==> src/rtl/life_col_ctrl.sv <==
// Generation sequencer for a row of 4-cell life columns: loads patterns, strobes
// generations, streams a per-generation snapshot and stops on command, still life or limit.
module life_col_ctrl #(
  parameter int NCOLS    = 8,
  parameter int PERIOD_W = 16,
  parameter int GEN_W    = 16,
  localparam int CW      = (NCOLS > 1) ? $clog2(NCOLS) : 1
) (
  input  logic                  clk,
  input  logic                  reset,
  input  logic                  cmd_valid,
  output logic                  cmd_ready,
  input  logic [1:0]            cmd_op,
  input  logic [CW-1:0]         cmd_col,
  input  logic [3:0]            cmd_data,
  input  logic [PERIOD_W-1:0]   period,
  input  logic [GEN_W-1:0]      max_gen,
  output logic [NCOLS-1:0]      col_write,
  output logic [3:0]            col_val,
  output logic                  col_enable,
  input  logic [4*NCOLS-1:0]    alive_flat,
  input  logic [4*NCOLS-1:0]    prev_flat,
  output logic                  scan_valid,
  input  logic                  scan_ready,
  output logic [CW-1:0]         scan_col,
  output logic [3:0]            scan_data,
  output logic                  busy,
  output logic                  stable,
  output logic [GEN_W-1:0]      gen_count,
  output logic                  done
);

  localparam logic [1:0] OP_LOAD = 2'd0;
  localparam logic [1:0] OP_RUN  = 2'd1;
  localparam logic [1:0] OP_STEP = 2'd2;
  localparam logic [1:0] OP_STOP = 2'd3;

  typedef enum logic [2:0] {S_IDLE, S_LOAD, S_TICK, S_SETTLE, S_SCAN, S_WAIT} state_t;

  state_t               state, state_nxt;
  logic [CW-1:0]        idx;
  logic [3:0]           snap [NCOLS];
  logic                 stable_r;
  logic [GEN_W-1:0]     gen_cnt;
  logic [GEN_W-1:0]     max_gen_r;
  logic                 step_mode;
  logic                 stop_pend;
  logic [PERIOD_W-1:0]  wait_cnt;
  logic [NCOLS-1:0]     col_write_r;
  logic [3:0]           col_val_r;
  logic                 done_r;

  logic cmd_stop, stop_hit, scan_fire, last_word, gen_limit;

  function automatic logic [GEN_W-1:0] sat_inc(input logic [GEN_W-1:0] g);
    return (&g) ? g : g + GEN_W'(1);
  endfunction

  function automatic logic [NCOLS-1:0] col_sel(input logic [CW-1:0] c);
    return (int'(c) < NCOLS) ? (NCOLS'(1) << c) : '0;
  endfunction

  assign cmd_stop  = cmd_valid && (cmd_op == OP_STOP);
  assign stop_hit  = stop_pend || cmd_stop;
  assign scan_fire = (state == S_SCAN) && scan_ready;
  assign last_word = (idx == CW'(NCOLS - 1));
  assign gen_limit = (max_gen_r != '0) && (gen_cnt == max_gen_r);

  always_comb begin
    state_nxt = state;
    case (state)
      S_IDLE: begin
        if (cmd_valid) begin
          if (cmd_op == OP_LOAD)                          state_nxt = S_LOAD;
          else if (cmd_op == OP_RUN || cmd_op == OP_STEP) state_nxt = S_TICK;
        end
      end
      S_LOAD:   state_nxt = S_IDLE;
      S_TICK:   state_nxt = S_SETTLE;
      S_SETTLE: state_nxt = S_SCAN;
      S_SCAN: begin
        if (scan_fire && last_word) begin
          if (step_mode || stop_hit || stable_r || gen_limit) state_nxt = S_IDLE;
          else if (period == '0)                              state_nxt = S_TICK;
          else                                                state_nxt = S_WAIT;
        end
      end
      S_WAIT: begin
        if (stop_hit)                         state_nxt = S_IDLE;
        else if (wait_cnt <= PERIOD_W'(1))    state_nxt = S_TICK;
      end
      default:  state_nxt = S_IDLE;
    endcase
  end

  always_ff @(posedge clk or negedge reset) begin
    if (!reset) begin
      state       <= S_IDLE;
      idx         <= '0;
      stable_r    <= 1'b0;
      gen_cnt     <= '0;
      max_gen_r   <= '0;
      step_mode   <= 1'b0;
      stop_pend   <= 1'b0;
      wait_cnt    <= '0;
      col_write_r <= '0;
      col_val_r   <= '0;
      done_r      <= 1'b0;
    end else begin
      state       <= state_nxt;
      col_write_r <= '0;
      done_r      <= (state == S_SCAN || state == S_WAIT) && (state_nxt == S_IDLE);

      if (state_nxt == S_IDLE)               stop_pend <= 1'b0;
      else if (state != S_IDLE && cmd_stop)  stop_pend <= 1'b1;

      if (state == S_IDLE && cmd_valid) begin
        if (cmd_op == OP_LOAD) begin
          col_write_r <= col_sel(cmd_col);
          col_val_r   <= cmd_data;
          gen_cnt     <= '0;
          stable_r    <= 1'b0;
        end else if (cmd_op == OP_RUN || cmd_op == OP_STEP) begin
          step_mode <= (cmd_op == OP_STEP);
          if (cmd_op == OP_RUN) max_gen_r <= max_gen;
        end
      end

      if (state == S_SETTLE) begin
        stable_r <= (alive_flat == prev_flat);
        gen_cnt  <= sat_inc(gen_cnt);
      end

      // scan index returns to 0 whenever the scan is not in progress
      if (state == S_SCAN) begin
        if (scan_fire) idx <= last_word ? '0 : idx + CW'(1);
      end else begin
        idx <= '0;
      end

      if (state == S_SCAN && state_nxt == S_WAIT) wait_cnt <= period;
      else if (state == S_WAIT)                   wait_cnt <= wait_cnt - PERIOD_W'(1);
    end
  end

  // ---- snapshot capture (data path, no reset) ----
  always_ff @(posedge clk) begin
    if (state == S_SETTLE) begin
      for (int c = 0; c < NCOLS; c++) snap[c] <= alive_flat[4*c +: 4];
    end
  end

  assign cmd_ready  = 1'b1;
  assign col_write  = col_write_r;
  assign col_val    = col_val_r;
  assign col_enable = (state == S_TICK);
  assign scan_valid = (state == S_SCAN);
  assign scan_col   = idx;
  assign scan_data  = scan_valid ? snap[idx] : 4'b0;
  assign busy       = (state != S_IDLE);
  assign stable     = stable_r;
  assign gen_count  = gen_cnt;
  assign done       = done_r;

endmodule

==> config.mk <==
export PLATFORM = sky130hd
export DESIGN_NAME = life_col_ctrl
export DESIGN_NICKNAME = d
export VERILOG_FILES = /design/src/rtl/life_col_ctrl.sv
export SDC_FILE = /design/constraint.sdc
export NUM_CORES = 1
export LEC_CHECK = 0
export CORE_MARGIN = 1.5
export CORE_UTILIZATION = 50
export CTS_BUF_LIST = sky130_fd_sc_hd__clkbuf_4 sky130_fd_sc_hd__clkbuf_8 sky130_fd_sc_hd__clkbuf_16
export DETAILED_ROUTE_END_ITERATION = 6
export PLACE_DENSITY = 0.91
export SLEW_MARGIN = 0
export SYNTH_ARGS = -nofsm -noshare
export SYNTH_HDL_FRONTEND = slang
export SYNTH_SLANG_ARGS = --single-unit
==> constraint.sdc <==
create_clock -name clk -period 5.92 [get_ports clk]
set_input_delay 1.184 -clock clk [delete_from_list [all_inputs] [get_ports clk]]
set_output_delay 1.184 -clock clk [all_outputs]
set_load 0.02 [all_outputs]
## Word level (Yosys, flattened, before mapping)

Memories as Yosys holds them, arrays and structs flattened.
Cells that the tools add are included.

| operators by class | value |
|---|---|
| reductions and logical operators | 30 |
| shift-type cells | 1 |
| equal/unequal tests | 13 |
| bitwise logic cells | 1 |
| $lt $le $gt $ge | 1 |
| muxes and demuxes | 28 |
| add/subtract/negate cells | 3 |

Operators by type and width:

| operator | count |
|---|---|
| 16-bit 2-to-1 mux | 6 |
| 3-bit 2-to-1 mux | 11 |
| 32-bit equality test | 1 |
| 16-bit by 1-bit adder with 16-bit output (second input constant) | 1 |
| 16-bit equality test | 1 |
| 16-bit by 1-bit <= comparator with 1-bit output (second input constant) | 1 |
| 16-bit logical NOT | 1 |
| 8-bit 2-to-1 mux | 2 |
| 16-bit AND reduction | 1 |
| 16-bit nonzero test | 1 |
| 16-bit by 1-bit subtractor with 16-bit output (second input constant) | 1 |
| 3-bit one-hot mux with 5 select lines | 1 |
| 3-bit equality test (second input constant) | 4 |
| 1-bit logical AND | 8 |
| 2-bit nonzero test | 4 |
| 1-bit by 3-bit left shift with 8-bit output (first input constant) | 1 |
| 1-bit 2-to-1 mux | 7 |
| 3-bit by 2-bit equality test with 1-bit output (second input constant) | 2 |
| 3-bit logical NOT | 2 |
| 1-bit logical OR | 6 |
| 3-bit AND reduction | 2 |
| 2-bit equality test (second input constant) | 2 |
| 4-bit 2-to-1 mux | 1 |
| 2-bit AND reduction | 2 |
| other kinds (8) | 8 |

| storage, ports and cells | value |
|---|---|
| bits in registers | 70 |
| bits in writable memories | 32 |
| input bits | 109 |
| output and inout port bits | 41 |
| memories | 1 |
| logic and storage cells | 89 |

Memories:

| memory | depth | width | rd ports | clocked after Yosys merged registers in | wr ports | RTL line | text |
|---|---|---|---|---|---|---|---|
| snap | 8 | 4 | 1 | 0 | 8 | 42 | `logic [3:0] snap [NCOLS];` |

## Logic depth before layout (Yosys ltp)

| depth | value |
|---|---|
| word-level depth | 12 |
| mapped depth | 9 |
| mapped depth without buffers | 8 |

## Worst setup path after synthesis

No wires, ideal clock.

| path | value |
|---|---|
| kind | flip-flop to output port |
| start point | reg idx[0] (netlist: scan_col[0]) |
| end point | out scan_data[0] |
| stages on the path, launching flop included | 5 |
| path buffers | 1 |
| setup slack | 2.983 ns |
| data arrival time | 1.753 ns |
| data required time | 4.736 ns |
| cell sequence | dfrtp_1 clkbuf_1 mux4_2 mux2i_1 nor2_1 |

| between the ends | value |
|---|---|
| cells in the longest elaborated chain, start to end | 2 |

RTL lines:

| what | RTL line | text |
|---|---|---|
| start: declaration | 41 | `logic [CW-1:0] idx;` |
| start signal: assignment | 136 | `if (scan_fire) idx <= last_word ? '0 : idx + CW'(1);` |
| memory read 8 x 4 bit | - |  |
| 4-bit 2-to-1 mux | 159 | `assign scan_data = scan_valid ? snap[idx] : 4'b0;` |
| end: declaration | 26 | `output logic [3:0] scan_data,` |

Every way passes these cells.

## Worst setup path in the final report

| path | value |
|---|---|
| start point | reg idx[0] (netlist: scan_col[0]) |
| end point | out scan_data[2] |

The elaborated chain is that of the path after synthesis.

==> impl_metrics.tcl <==
set metrics [dict create \
    synth_edf_count 32 \
    synthToLayoutAreaGrowth_pct 35.04 \
    layout_common_cells "clkdlybuf4s50_1 (147), dfrtp_1 (70), xnor2_1 (51)" \
    r2r-start "state[2]$_DFF_PN0_" \
    grt_overflow_total 0 \
    synthArstFlopShare_pct 68.63 \
    final_nets 702 \
    cp.arrival_ns 2.53 \
    ant_nets 0 \
    required_ns 4.74 \
    yosys_warnings 0 \
    fp.coreArea_um2 10180 \
    cts.sinks 102 \
    synth_top_cell_by_area "dfrtp_1" \
    synth_seq_cells 102 \
    wl_mm 12.59 \
    ys_types 49 \
    final_common_cell "clkdlybuf4s50_1" \
    grt_start_max_net_pins 71 \
    r2r_cells 6 \
    crit_buf_inv 1 \
    vdd_drop_max_mv 0.1584 \
    r2r-end "wait_cnt[3]$_DFFE_PN0P_" \
    p_leak_uw 0.002690 \
    viasPerCell 5.596 \
    report.final.hold_viol_count 0 \
    vias 4057 \
    crit_type "register to primary output" \
    syn_area_per_cell_um2 11.98 \
    die_w_um 105.0 \
    post_cts_buffers 0 \
    hold_depth 2 \
    wire_per_inst_um 17.36 \
    crit_cells 4 \
    fmax_mhz 269.0 \
    hold_end "col_val[3]$_DFFE_PN0P_" \
    grt_pass1_vias 4241 \
    grt_pass1_wl_mm 20.49 \
    cts_buffers 9 \
    die_area_um2 11020 \
    cp_slowest_cell "dfrtp_1" \
    crit_path_end_kind "primary output" \
    synth_cells 434 \
    start_util_pct 51.04 \
    worst_slack_ns 2.202 \
    cts.root.buffer_cell "clkbuf_8" \
    place_area_um2 6808 \
    cp-start-kind "register" \
    cpPeakStageDelay_ns 0.77 \
    worst_pin_slew_ns 0.8638 \
    relSlewSlack_pct 42.41 \
    fillCellCount 730 \
    worst-path-max-fanout 12 \
    io_pins 150 \
    crit_family "multiplexers" \
    antenna_found_initial 0 \
    n_antenna_cell 0 \
    final-setup-viol-count 0 \
    cts_hold_buf 0 \
    rsz0062_at_grt "false" \
    crit_chain "mux4_2 > mux2i_1 > nor2_1 > clkdlybuf4s50_1" \
    cts_tree "done" \
    period_minus_slack_ns 3.718 \
    drt_iter0_markers 126 \
    drv_slew 0 \
    clkLatencyLatePin_ns 0.37 \
    maxCapViolCount 0 \
    syn_nets 552 \
    port_buffers 148 \
    die_y_um 105.0 \
    place_inst 709 \
    htree_levels 3 \
    worstHoldStart "col_val[3]$_DFFE_PN0P_" \
    cts_resized 0 \
    synth_area_um2 5199 \
    layout-drive-gt1-share_pct 9.508 \
    placementRows 37 \
    powerDensity_nw_per_um2 339.3 \
    synth_top_area_share_pct 33.69 \
    seq_area_um2 2713 \
    ys.flop_type "dfrtp_1" \
    ys_seq_area_share_pct 52.18 \
    place_ws_ns 2.357 \
    status "complete, no violations" \
    clockBufferDepth 2 \
    place_hpwl_mm 9.819 \
    path_clk_slew_ns 0.11 \
    drc 0 \
    rrSetupSlack_ns 3.29 \
    drt-pass1-iter-count 4 \
    grt_use_total_pct 23.70 \
    final_cell_area_um2 7020 \
    clock_skew_ns 0.01707 \
    final_cells 725 \
    synth_area_leaders "dfrtp_1 (34%), edfxtp_1 (18%), xnor2_1 (8.6%)" \
    gp_congestion 0.8323 \
    multi_input_area_um2 2411 \
    min_period_over_period_pct 62.80 \
    hold_path_class "register to register" \
    whs_ns 0.4934 \
    setup_tns_ns 0 \
]
[tightest hold or removal path, stage by stage (launching register included)]
cell and delay, ns:
dfrtp_1 0.36, nand2_1 0.05, nand2_1 0.06
[synth_stat cells (7+ instances only)]
master	count
dfrtp_1	70
xnor2_1	51
nor2_1	37
edfxtp_1	32
nand2_1	27
xor2_1	21
mux2_2	18
nand4_1	17
nor3_1	17
nor4_1	16
nand3_1	11
ha_1	9
mux4_2	8
mux2_4	7
mux2i_1	7
nand2b_1	7
or3_1	7
[worst max path at each step]
stage	startpoint	to	slack, ns
global route	scan_col[0]$_DFFE_PN0P_	scan_data[3]	2.03
floorplan	scan_col[0]$_DFFE_PN0P_	scan_data[0]	2.98
finish	scan_col[0]$_DFFE_PN0P_	scan_data[2]	2.20
global placement	cmd_op[0]	wait_cnt[5]$_DFFE_PN0P_	2.43
CTS	scan_col[0]$_DFFE_PN0P_	scan_data[2]	2.15
detailed placement	cmd_op[0]	wait_cnt[3]$_DFFE_PN0P_	2.36
[registers in the layout (all words and copies together) (netlist names)]
register   count
col_val        4
col_write      8
done           1
gen_count     16
max_gen_r     16
scan_col       3
snap          32
stable         1
state          3
step_mode      1
stop_pend      1
wait_cnt      16
[layout make-up]
class                   count  area share [%]
repair buffers            150           21.24
multi-input cells         315           34.34
flip-flops and latches    102           38.64
inverters                   6          0.3208
clock buffers               9           1.764
clock inverters             7           1.265
well taps                 136           2.424
[per-layer routing]
layer | global-route usage, % | up-vias | wire, um
li1 | - | 1875 | -
met5 | 0 | - | 0
met3 | 5.240 | 28 | 803
met2 | 43.84 | 168 | 6654
met4 | 7.926 | 0 | 316
met1 | 26.81 | 1986 | 4814
[report_power, final]
part | switching (uW) | total (uW) | internal [uW]
logic | 364 | 837 | 473
registers | 209 | 1080 | 869
clock network | 261 | 467 | 207
[logic make-up (layout without fill, tap and decap cells)]
group	after synthesis	after routing	share of synthesized area [%]
AND/OR/NAND/NOR	161	161	16.22
XOR/XNOR	72	72	12.13
flip-flops	102	102	52.18
other	1	1	0.07213
buffers and inverters	17	172	1.492
multiplexers	46	46	12.03
adder cells (fa/ha/maj)	9	9	2.166
AO/OA/AOI/OAI	26	26	3.707
[metrics by stage]
step,util (%),total power (uW)
floorplan,-,1552
global placement,66.84,1867
detailed placement,66.84,1925
CTS,68.93,2393
global route,68.93,2505
finish,68.93,2382
(Power assumes the default switching activity.)
